File: config.mk
export PLATFORM = sky130hd
export DESIGN_NAME = spi_alu_pwm_ctrl
export DESIGN_NICKNAME = d
export VERILOG_FILES = /design/src/rtl/spi_alu_pwm_ctrl_pkg.sv /design/src/rtl/spi_alu_pwm_ctrl_pwm_bank.sv /design/src/rtl/spi_alu_pwm_ctrl.sv
export SDC_FILE = /design/constraint.sdc
export NUM_CORES = 1
export LEC_CHECK = 0
export ABC_AREA = 1
export BUFFER_PORTS_ARGS = -buffer_cell sky130_fd_sc_hd__buf_2
export CAP_MARGIN = 20
export CELL_PAD_IN_SITES_DETAIL_PLACEMENT = 0
export CELL_PAD_IN_SITES_GLOBAL_PLACEMENT = 1
export CORE_ASPECT_RATIO = 0.9
export CORE_MARGIN = 10
export CORE_UTILIZATION = 40
export CTS_BUF_LIST = sky130_fd_sc_hd__clkbuf_8
export CTS_CLUSTER_SIZE = 16
export DETAILED_ROUTE_END_ITERATION = 8
export PLACE_DENSITY = 0.81
export SLEW_MARGIN = 20
export SYNTH_ARGS = -nofsm -noshare
export SYNTH_HDL_FRONTEND = slang
export SYNTH_SLANG_ARGS = --single-unit
File: constraint.sdc
create_clock -name clk -period 2.4 [get_ports clk]
set_input_delay 0.24 -clock clk [delete_from_list [all_inputs] [get_ports clk]]
set_output_delay 0.24 -clock clk [all_outputs]
set_load 0.05 [all_outputs]
File: src/rtl/spi_alu_pwm_ctrl_pkg.sv
// Shared types and sizing helpers for the SPI-driven ALU/PWM controller.
package ctrl_pkg;

    typedef enum logic [1:0] {ADD = 2'b00, SUB = 2'b01, AND = 2'b10, OR = 2'b11} alu_op_t;

    typedef enum logic [1:0] {IDLE, SHIFT, EXEC, WRITE} state_t;

    typedef struct packed {
        logic z;
        logic c;
        logic v;
        logic s;
    } flags_t;

    function automatic int ch_width(input int channels);
        return (channels > 1) ? $clog2(channels) : 1;
    endfunction

    function automatic int frame_len(input int width, input int channels);
        return 2 + ch_width(channels) + 2 * width;
    endfunction

endpackage

File: src/rtl/spi_alu_pwm_ctrl_pwm_bank.sv
// Shared free-running counter with per-channel shadow/active duty registers.
module pwm_bank
    import ctrl_pkg::*;
#(
    parameter int WIDTH = 4,
    parameter int CHANNELS = 2,
    localparam int CH_W = ch_width(CHANNELS)
) (
    input  logic                clk,
    input  logic                rst,
    input  logic                we,
    input  logic [CH_W-1:0]     ch,
    input  logic [WIDTH-1:0]    duty,
    output logic [CHANNELS-1:0] pwm_out
);

    logic [WIDTH-1:0] cnt_reg;
    logic             wrap;

    assign wrap = (cnt_reg == '1);

    always_ff @(posedge clk) begin
        if (rst) cnt_reg <= '0;
        else     cnt_reg <= cnt_reg + 1'b1;
    end

    generate
        for (genvar gi = 0; gi < CHANNELS; gi++) begin : g_ch
            logic [WIDTH-1:0] shadow_reg;
            logic [WIDTH-1:0] active_reg;
            logic             pwm_reg;

            // A write landing on the wrap edge is seen only at the following wrap.
            always_ff @(posedge clk) begin
                if (rst) begin
                    shadow_reg <= '0;
                    active_reg <= '0;
                    pwm_reg    <= 1'b0;
                end else begin
                    if (wrap) active_reg <= shadow_reg;
                    if (we && ch == CH_W'(gi)) shadow_reg <= duty;
                    pwm_reg <= (cnt_reg < active_reg);
                end
            end

            assign pwm_out[gi] = pwm_reg;
        end
    endgenerate

endmodule

File: src/rtl/spi_alu_pwm_ctrl.sv
// SPI slave front end, command FSM and ALU feeding a bank of PWM channels.
module spi_alu_pwm_ctrl
    import ctrl_pkg::*;
#(
    parameter int WIDTH = 4,
    parameter int CHANNELS = 2
) (
    input  logic                clk,
    input  logic                rst,
    input  logic                SCLK,
    input  logic                SS,
    input  logic                MOSI,
    output logic                MISO,
    output logic [3:0]          flags,
    output logic [CHANNELS-1:0] pwm_out,
    output logic                frame_ok,
    output logic                frame_err,
    output logic                busy
);

    localparam int CH_W  = ch_width(CHANNELS);
    localparam int F     = frame_len(WIDTH, CHANNELS);
    localparam int CNT_W = $clog2(F + 2);
    localparam int RB_W  = 4 + WIDTH;

    // Bits [1:0] synchronise, bit [2] is the previous value for edge detection.
    logic [2:0] sclk_pipe_reg, ss_pipe_reg;
    logic [1:0] mosi_pipe_reg;
    logic       sclk_rise, sclk_fall, ss_rise, ss_fall, mosi_bit;

    always_ff @(posedge clk) begin
        if (rst) begin
            sclk_pipe_reg <= '0;
            ss_pipe_reg   <= '0;
            mosi_pipe_reg <= '0;
        end else begin
            sclk_pipe_reg <= {sclk_pipe_reg[1:0], SCLK};
            ss_pipe_reg   <= {ss_pipe_reg[1:0], SS};
            mosi_pipe_reg <= {mosi_pipe_reg[0], MOSI};
        end
    end

    assign sclk_rise = sclk_pipe_reg[1] & ~sclk_pipe_reg[2];
    assign sclk_fall = ~sclk_pipe_reg[1] & sclk_pipe_reg[2];
    assign ss_rise   = ss_pipe_reg[1] & ~ss_pipe_reg[2];
    assign ss_fall   = ~ss_pipe_reg[1] & ss_pipe_reg[2];
    assign mosi_bit  = mosi_pipe_reg[1];

    state_t             state_reg;
    logic [F-1:0]       mosi_sr_reg, miso_sr_reg;
    logic [CNT_W-1:0]   bit_cnt_reg;
    logic [WIDTH-1:0]   result_reg, last_result_reg;
    flags_t             pend_flags_reg, flags_reg;
    logic               frame_ok_reg, frame_err_reg;

    alu_op_t            op;
    logic [CH_W-1:0]    ch_field;
    logic [WIDTH-1:0]   a, b;
    logic               ch_ok;

    assign op       = alu_op_t'(mosi_sr_reg[F-1 -: 2]);
    assign ch_field = mosi_sr_reg[2*WIDTH +: CH_W];
    assign a        = mosi_sr_reg[WIDTH +: WIDTH];
    assign b        = mosi_sr_reg[0 +: WIDTH];
    assign ch_ok    = (32'(ch_field) < CHANNELS);

    logic [WIDTH:0] alu_wide;
    flags_t         alu_flags;

    always_comb begin
        alu_wide  = '0;
        alu_flags = '0;
        case (op)
            ADD:     alu_wide = {1'b0, a} + {1'b0, b};
            SUB:     alu_wide = {1'b0, a} - {1'b0, b};
            AND:     alu_wide = {1'b0, a & b};
            default: alu_wide = {1'b0, a | b};
        endcase
        // Bit WIDTH of the widened result is carry for ADD and borrow for SUB.
        alu_flags.z = (alu_wide[WIDTH-1:0] == '0);
        alu_flags.s = alu_wide[WIDTH-1];
        alu_flags.c = ((op == ADD) || (op == SUB)) && alu_wide[WIDTH];
        if (op == ADD)
            alu_flags.v = (a[WIDTH-1] == b[WIDTH-1]) && (alu_wide[WIDTH-1] != a[WIDTH-1]);
        else if (op == SUB)
            alu_flags.v = (a[WIDTH-1] != b[WIDTH-1]) && (alu_wide[WIDTH-1] != a[WIDTH-1]);
    end

    always_ff @(posedge clk) begin
        if (rst) begin
            state_reg       <= IDLE;
            mosi_sr_reg     <= '0;
            miso_sr_reg     <= '0;
            bit_cnt_reg     <= '0;
            result_reg      <= '0;
            last_result_reg <= '0;
            pend_flags_reg  <= '0;
            flags_reg       <= '0;
            frame_ok_reg    <= 1'b0;
            frame_err_reg   <= 1'b0;
        end else begin
            frame_ok_reg  <= 1'b0;
            frame_err_reg <= 1'b0;
            case (state_reg)
                IDLE: begin
                    if (ss_fall) begin
                        miso_sr_reg <= {flags_reg, last_result_reg, {(F - RB_W){1'b0}}};
                        bit_cnt_reg <= '0;
                        state_reg   <= SHIFT;
                    end
                end
                SHIFT: begin
                    if (ss_rise) begin
                        if (bit_cnt_reg == CNT_W'(F)) begin
                            state_reg <= EXEC;
                        end else begin
                            frame_err_reg <= 1'b1;
                            state_reg     <= IDLE;
                        end
                    end else begin
                        if (sclk_rise) begin
                            mosi_sr_reg <= {mosi_sr_reg[F-2:0], mosi_bit};
                            if (bit_cnt_reg != CNT_W'(F + 1)) bit_cnt_reg <= bit_cnt_reg + 1'b1;
                        end
                        if (sclk_fall) miso_sr_reg <= miso_sr_reg << 1;
                    end
                end
                EXEC: begin
                    result_reg     <= alu_wide[WIDTH-1:0];
                    pend_flags_reg <= alu_flags;
                    state_reg      <= WRITE;
                end
                WRITE: begin
                    if (ch_ok) begin
                        flags_reg       <= pend_flags_reg;
                        last_result_reg <= result_reg;
                        frame_ok_reg    <= 1'b1;
                    end else begin
                        frame_err_reg <= 1'b1;
                    end
                    state_reg <= IDLE;
                end
            endcase
        end
    end

    assign MISO      = miso_sr_reg[F-1];
    assign flags     = flags_reg;
    assign frame_ok  = frame_ok_reg;
    assign frame_err = frame_err_reg;
    assign busy      = (state_reg != IDLE);

    pwm_bank #(
        .WIDTH    (WIDTH),
        .CHANNELS (CHANNELS)
    ) u_pwm_bank (
        .clk     (clk),
        .rst     (rst),
        .we      ((state_reg == WRITE) && ch_ok),
        .ch      (ch_field),
        .duty    (result_reg),
        .pwm_out (pwm_out)
    );

endmodule

Word level (Yosys, flattened, before mapping)
Index checks and enable logic that the tools add are counted. Widths: inputs -> output; s select.

$add $sub $neg: 4. $lt $le $gt $ge: 2. Equality and inequality tests: 17. Muxes and demuxes: 18. Bitwise gates (word level): 13. Reduce and logical (&&, ||, !) cells: 16.

Operator list (number): $mux 11 (3); $pmux 11 s2 (1); $mux 4 (4); $pmux 5 s3 (1); $ne 2x2->1 const B (6); $add 4x1->4 const B (2); $eq 4x4->1 const B (2); $lt 4x4->1 (2); $pmux 2 s4 (1); $pmux 4 s2 (1); $not 1->1 (7); $eq 2x2->1 const B (3); $mux 2 (3); $add 4x4->5 (1); $logic_and 1x1->1 (5); $reduce_and 5->1 (1); $sub 4x4->5 (1); $and 1x1->1 (4); $and 4x4->4 (1); $eq 2x1->1 const B (2); $logic_not 2->1 (2); $logic_not 4->1 (1); $mux 1 (4); $ne 4x4->1 const B (1); 9 further kinds (11).

Register bits after elaboration: 76. Input bits: 5. Logic and storage cells: 96.

Logic depth before layout (Yosys ltp)
Gate-level depths: netlist of the first run.

Depth after elaboration: 6. Depth in mapped cells: 16. Gate-level depth less buffers: 16.

Cells and area by module
A second synthesis of the first run with hierarchy kept.

Cell total of the unflattened synthesis: 421. Area, all modules: 3173.0 um2.

Modules (own cells, without submodules): spi_alu_pwm_ctrl (times used 1, cells an instance 296, area each 2224.6 um2); pwm_bank (times used 1, cells an instance 125, area each 948.4 um2).

Least setup slack after synthesis of the first run
Ideal clock, no wire load.

Path kind: flip-flop to flip-flop. From: register mosi_sr_reg[0]. To: register result_reg[3]. Setup time: 116 ps. Data arrival time: 1809 ps. Data required time: 2284 ps. Path slack: 474 ps. Cell stages (with the launch flop): 14. Period minus slack after synthesis: 1926 ps. Path through: dfxtp_1 -> inv_1 -> ha_1 -> nor2_1 -> xor2_1 -> ha_1 -> a21oi_1 -> nand3_1 -> nand3_1 -> nand2_1 -> inv_1 -> nand2_1 -> o211ai_1 -> inv_1.

Word-level cells in the longest chain between the ends: 2. Elaborated cells between the ends (all ways): 3. Those cells by class: add/sub (2); mux (1).

RTL lines: start: declaration (line spi_alu_pwm_ctrl.sv:50) `logic [F-1:0] mosi_sr_reg, miso_sr_reg;`; start signal: assignment (line spi_alu_pwm_ctrl.sv:122) `mosi_sr_reg <= {mosi_sr_reg[F-2:0], mosi_bit};`; $sub 4x4->5 / $add 4x4->5 (equally long branches) (line spi_alu_pwm_ctrl.sv:75, spi_alu_pwm_ctrl.sv:74); $pmux 5 s3 (*) (line spi_alu_pwm_ctrl.sv:73) `case (op)`; end signal: assignment (line spi_alu_pwm_ctrl.sv:129) `result_reg <= alu_wide[WIDTH-1:0];`; end: declaration (line spi_alu_pwm_ctrl.sv:52) `logic [WIDTH-1:0] result_reg, last_result_reg;`.

Mark *: on every way between the ends. The rest lies on a longest branch, timed or not. A chain may end at the register's enable or synchronous reset.

Worst setup path in the final report of the first run
Same ends and word-level chain as after synthesis.

==> results of run 1 <==
stage by stage:
step,utilization,instance area [µm²]
2_1_floorplan,-,3099
3_5_place_dp,0.4287,3234
6_report,0.4657,3513
5_1_grt,0.4657,3513
3_3_place_gp,0.4287,3234
4_1_cts,0.4657,3513
cells in the final DEF, fill, tap and decap left out, types with 4 or more instances in the layout:
master / synthesis / layout
a21oi_1: 38 / 38
bufinv_16: 0 / 4
ha_1: 18 / 18
dfxtp_1: 71 / 71
o21ai_0: 46 / 45
nor2_1: 46 / 46
a211oi_1: 4 / 4
clkbuf_8: 0 / 11
o21ai_1: 3 / 4
nand2_2: 4 / 4
inv_1: 51 / 51
nand3_1: 21 / 21
xor2_1: 5 / 5
nand2_1: 45 / 45
buf_2: 2 / 14
a31oi_1: 8 / 8
layer usage:
| layer | GRT usage | vias up | wire, µm |
|---|---|---|---|
| li1 | - | 1317 | - |
| met1 | 0.1329 | 1119 | 2986 |
| met2 | 0.1612 | 30 | 2707 |
| met3 | 0.02480 | 5 | 250 |
| met4 | 0.04620 | 0 | 65 |
| met5 | 0 | - | 0 |
worst min-delay path: stages:
cell	delay [ps]
buf_2	70
inv_1	30
nor2_1	60
power groups by stage:
stage	registers (mW)	clock network [mW]	logic (mW)
after floorplan	1.24	0	0.109
after global placement	1.25	0	0.135
after detailed placement	1.25	0	0.138
after CTS	1.22	1.32	0.138
after global routing	1.22	1.37	0.157
final	1.22	1.28	0.136
cell type report:
type                            instances  area share
Clock buffer                           11     0.04309
Clock inverter                          5     0.03632
Inverter                               54     0.05769
Multi-Input combinational cell        254      0.3942
Sequential cell                        71      0.4046
Tap cell                               96     0.03419
Timing Repair Buffer                   17     0.02991
path summary, 6_finish.rpt:
path / startpoint / end / slack (ps) / cells past startpoint
hold / removal: SS / ss_pipe_reg[0] / 110 / 3
setup / recovery: mosi_sr_reg[0] / result_reg[3] / 260 / 13
hold reg to reg: mosi_pipe_reg[0] / mosi_pipe_reg[1] / 400 / 2
setup reg to reg: mosi_sr_reg[0] / result_reg[3] / 260 / 13
Yosys cell counts:
library cell / n / share of area
ha_1: 18 / 0.073
clkbuf_1: 9 / 0.011
xnor2_1: 1 / 0.0028
nand3b_1: 1 / 0.0024
o21ai_0: 46 / 0.074
or2_2: 1 / 0.0020
nor2_1: 46 / 0.056
a31oi_1: 8 / 0.016
a211oi_1: 4 / 0.0097
inv_2: 3 / 0.0036
nor4_1: 1 / 0.0020
o21a_1: 2 / 0.0048
o211ai_1: 2 / 0.0048
xor2_1: 5 / 0.014
fa_1: 1 / 0.0065
buf_2: 2 / 0.0032
nand2_2: 4 / 0.0081
nor2_4: 2 / 0.0073
nor3_1: 3 / 0.0048
buf_4: 4 / 0.0097
inv_1: 51 / 0.062
clkbuf_2: 1 / 0.0016
dfxtp_1: 71 / 0.46
a21oi_1: 38 / 0.061
o21ai_1: 3 / 0.0048
nand3_1: 21 / 0.034
nand4_1: 2 / 0.0040
buf_6: 1 / 0.0036
nand2_1: 45 / 0.055
cells by family (layout without fill, tap and decap cells):
| family | Yosys count | in the layout | synth area share |
|---|---|---|---|
| XOR/XNOR | 6 | 6 | 0.01696 |
| AO/OA/AOI/OAI | 103 | 103 | 0.1760 |
| flip-flops | 71 | 71 | 0.4586 |
| AND/OR/NAND/NOR | 126 | 126 | 0.1748 |
| buffers and inverters | 71 | 87 | 0.09447 |
| adder cells (fa/ha/maj) | 19 | 19 | 0.07913 |
==> impl_metrics.json, run 1 <==
{
  "syn_to_final_growth_pct": 13.36,
  "fill_cells": 741,
  "finalMaxSlewViolations": 0,
  "postCtsHoldBufs": 0,
  "antenna_cells": 0,
  "p_sw_mw": 0.5288,
  "outcome": "finished, final reports clean",
  "start_util": 0.4108,
  "worst_pin_slew_ps": 447.6,
  "drtIter0Drc": 151,
  "cp_slowest_cell": "dfxtp_1",
  "drc": 0,
  "rsz0062_at_grt": "no",
  "syn_nets": 420,
  "antenna_found_initial": 0,
  "cts_setup_buffers": 0,
  "drt_pre_antenna_iters": 4,
  "leakage_nw": 1.432,
  "dp_slack_ps": 278.1,
  "setup_viol": 0,
  "endpoint_kind": "flop",
  "timing.fmax_ghz": 0.4684,
  "die_area_um2": 11670,
  "whs_ps": 109.0,
  "vias": 2471,
  "cts_buffer_depth": 2,
  "gp_congestion": 0.8239,
  "stdcell_count": 508,
  "ys_ff_latch": 71,
  "maxCapViolCount": 0,
  "cp_num_buf_inv": 3,
  "seq_power_share": 0.463,
  "core_area_um2": 7545,
  "irDropWorstVdd_uv": 379.7,
  "p_clk_frac": 0.485,
  "post-place-cells": 492,
  "cp_common_cell": "inv_1",
  "hold_class": "in -> reg",
  "synth_area_um2": 3099,
  "drive_above_1_share": 0.1044,
  "regArea_um2": 1421,
  "die_h_um": 103.5,
  "required_ps": 2620,
  "critPathTopFamily": "adder cells",
  "power_frac_comb": 0.052,
  "dieWidth_um": 112.8,
  "numPortBuffers": 14,
  "ys_warn_count": 0,
  "path_class": "reg -> reg",
  "seq_area_frac_synth": 0.4586,
  "viasPerCell": 4.864,
  "largest_reg_flops": 11,
  "clk_latency_ps": 330,
  "start_kind": "flop",
  "min_period_over_period": 0.8896,
  "clk_pin_slew_worst_paths_ps": 70,
  "grt_pass1_vias": 2323,
  "gr-total-overflow": 0,
  "clock_skew_ps": 5.637,
  "path_cells": "inv_1 > ha_1 > nor2_1 > xor2_1 > ha_1 > a21oi_1 > nand3_1 > nand3_1 > nand2_1 > inv_1 > nand2_1 > o211ai_1 > inv_1",
  "synth_cell_types": 29,
  "grt_usage": 0.1040,
  "power_mw": 2.630,
  "cts.repair.resized": 0,
  "drtAntennaViolNets": 0,
  "fin_crit_ps": 2135,
  "grt_max_degree": 35,
  "wirelength_um": 6009,
  "cts_max_level": 3,
  "wire_per_inst_um": 11.83,
  "numCtsBuffers": 9,
  "critPathMaxFanout": 5,
  "cts-root-buf": "clkbuf_8",
  "critPathArrivalTime_ps": 2350,
  "multi_input_area_um2": 1385,
  "maxSlewHeadroom": 0.7008,
  "grt_pass1_wl_um": 10370,
  "syn_area_per_cell_um2": 7.826,
  "hold_viol": 0,
  "cellPowerDensity_nw_per_um2": 748.5,
  "cell_internal_pwr_mw": 2.101,
  "nNetsFinal": 431,
  "slowest_delay_ps": 370,
  "fp-row-count": 30,
  "cts_tree": "yes",
  "switching_share": 0.2011,
  "setup_tns_ps": 0,
  "place_hpwl_um": 4366,
  "fin_ws_ps": 265.0,
  "clock_sinks": 71,
  "synth_cells": 396,
  "ios": 15
}
(Power assumes the default switching activity.)
==> inputs of run 2 (changes only) <==
Settings changed: CAP_MARGIN 20 to 0, SETUP_SLACK_MARGIN set to 0.5, TNS_END_PERCENT set to 50.
==> run 2 against run 1 <==
Net effect: first-iteration DRC count is 6.6% lower; die area stayed put; power is 10% lower; via count is 1.6% higher; routed wire length increased by 4.9%; sequential cell count unchanged; core utilization increased by 0.58 points; design area is 1.2% higher; maximum frequency rose by 12%; cell count rose by 0.98%; critical path type unchanged; critical endpoint is now pend_flags_reg[1]; largest power group is now registers; highest routed layer unchanged.
==> impl_metrics.json, run 2 (synthesis results as in run 1) <==
{
  "drive_above_1_share": 0.1655,
  "cts-root-buf": "clkbuf_8",
  "hold_viol": 0,
  "dieWidth_um": 112.8,
  "critPathTopFamily": "simple AND/OR/NAND/NOR gates",
  "syn_to_final_growth_pct": 14.78,
  "timing.fmax_ghz": 0.5239,
  "numPortBuffers": 14,
  "place_hpwl_um": 4330,
  "leakage_nw": 1.445,
  "multi_input_area_um2": 1464,
  "irDropWorstVdd_uv": 297.3,
  "drtAntennaViolNets": 0,
  "fin_crit_ps": 1909,
  "min_period_over_period": 0.7953,
  "power_mw": 2.356,
  "setup_viol": 0,
  "critPathMaxFanout": 5,
  "largest_reg_flops": 11,
  "start_util": 0.4108,
  "utilization": 0.4715,
  "cp_slowest_cell": "dfxtp_2",
  "post-place-cells": 493,
  "gr-total-overflow": 0,
  "endpoint_kind": "flop",
  "grt_usage": 0.1092,
  "critPathArrivalTime_ps": 2130,
  "maxCapViolCount": 0,
  "wire_per_inst_um": 12.28,
  "finalMaxSlewViolations": 0,
  "clock_sinks": 71,
  "clk_pin_slew_worst_paths_ps": 80,
  "dp_slack_ps": 327.2,
  "numCtsBuffers": 9,
  "hold_class": "in -> reg",
  "ios": 15,
  "final_common_cell": "dfxtp_1",
  "cellPowerDensity_nw_per_um2": 662.3,
  "stdcell_count": 513,
  "slowest_delay_ps": 350,
  "worst_pin_slew_ps": 428.3,
  "rsz0062_at_grt": "yes",
  "vias": 2510,
  "cp_common_cell": "nand2_1",
  "die_h_um": 103.5,
  "maxSlewHeadroom": 0.7138,
  "antenna_cells": 0,
  "clk_latency_ps": 340,
  "path_cells": "inv_4 > ha_4 > nor2_4 > xor2_1 > ha_1 > a21oi_2 > nand2_1 > nand2_1 > nand3_2 > nand2_2 > nand2_1 > nand3_2 > a21oi_2",
  "path_class": "reg -> reg",
  "fp-row-count": 30,
  "grt_pass1_vias": 2435,
  "fin_area_um2": 3557,
  "outcome": "finished, final reports clean",
  "layout_common_cells": "dfxtp_1, inv_1, o21ai_0",
  "die_area_um2": 11670,
  "fin_ws_ps": 491.2,
  "drt_pre_antenna_iters": 4,
  "antenna_found_initial": 0,
  "drc": 0,
  "start_kind": "flop",
  "wirelength_um": 6302,
  "nNetsFinal": 436,
  "postPlaceCellArea_um2": 3233,
  "fill_cells": 757,
  "setup_tns_ps": 0,
  "clock_skew_ps": 10.49,
  "viasPerCell": 4.893,
  "cts_max_level": 3,
  "cts_buffer_depth": 2,
  "gp_congestion": 0.7983,
  "cp_num_buf_inv": 1,
  "whs_ps": 105.1,
  "drtIter0Drc": 141,
  "core_area_um2": 7545,
  "cts_tree": "yes",
  "required_ps": 2620,
  "grt_max_degree": 42,
  "grt_pass1_wl_um": 10880,
  "regArea_um2": 1428
}
==> run 2: changes by cell type in the layout (fill, tap and decap cells not counted), moves of 3 or more <==
cell       delta
buf_4         +6
bufinv_16     -3
nand3_1       -4
inv_2         +3
dfxtp_2       +5
dfxtp_1       -5
nand3_2       +4
==> run 2: report_power, final <==
group / switching [mW] / leakage (nW) / internal (mW)
sequential: 0.0164 / 0.578 / 1.20
combinational: 0.0915 / 0.756 / 0.0477
clock: 0.440 / 0.111 / 0.559
total: 0.548 / 1.44 / 1.81
==> run 2: worst paths after layout <==
path | endpoint | cells after the start | startpoint | slack (ps)
max | pend_flags_reg[1] | 13 | mosi_sr_reg[0] | 490
min | ss_pipe_reg[0] | 3 | SS | 110
max reg2reg | pend_flags_reg[1] | 13 | mosi_sr_reg[0] | 490
min reg2reg | mosi_pipe_reg[1] | 2 | mosi_pipe_reg[0] | 400
==> run 2: area by class of cell <==
cell class	instances	share of cell area
multi-input cells	254	0.4115
clock buffers	12	0.04643
well taps	96	0.03377
flip-flops and latches	71	0.4013
clock inverters	4	0.01266
repair buffers	22	0.03658
inverters	54	0.05769
==> run 2: what timing repair did <==
item                       4_1_cts  5_1_grt
pin swaps                        6        9
gates cloned                     0        0
resized for setup               15       11
setup endpoints to repair        5        5
setup buffers                    2        2
hold buffers                     0        0
==> run 2: routing by layer <==
layer / wire (µm) / part of all wire / global-route usage
met5: 0 / 0 / 0
met4: 99 / 0.016 / 0.04801
met3: 300 / 0.048 / 0.02999
met2: 2790 / 0.44 / 0.1698
met1: 3112 / 0.49 / 0.1371
==> run 2: worst register-to-register path, stage by stage (launching register included) <==
cell and delay (ps):
dfxtp_2 350, inv_4 50, ha_4 160, nor2_4 100, xor2_1 160, ha_1 310
a21oi_2 180, nand2_1 60, nand2_1 70, nand3_2 90, nand2_2 80, nand2_1 60
nand3_2 70, a21oi_2 40
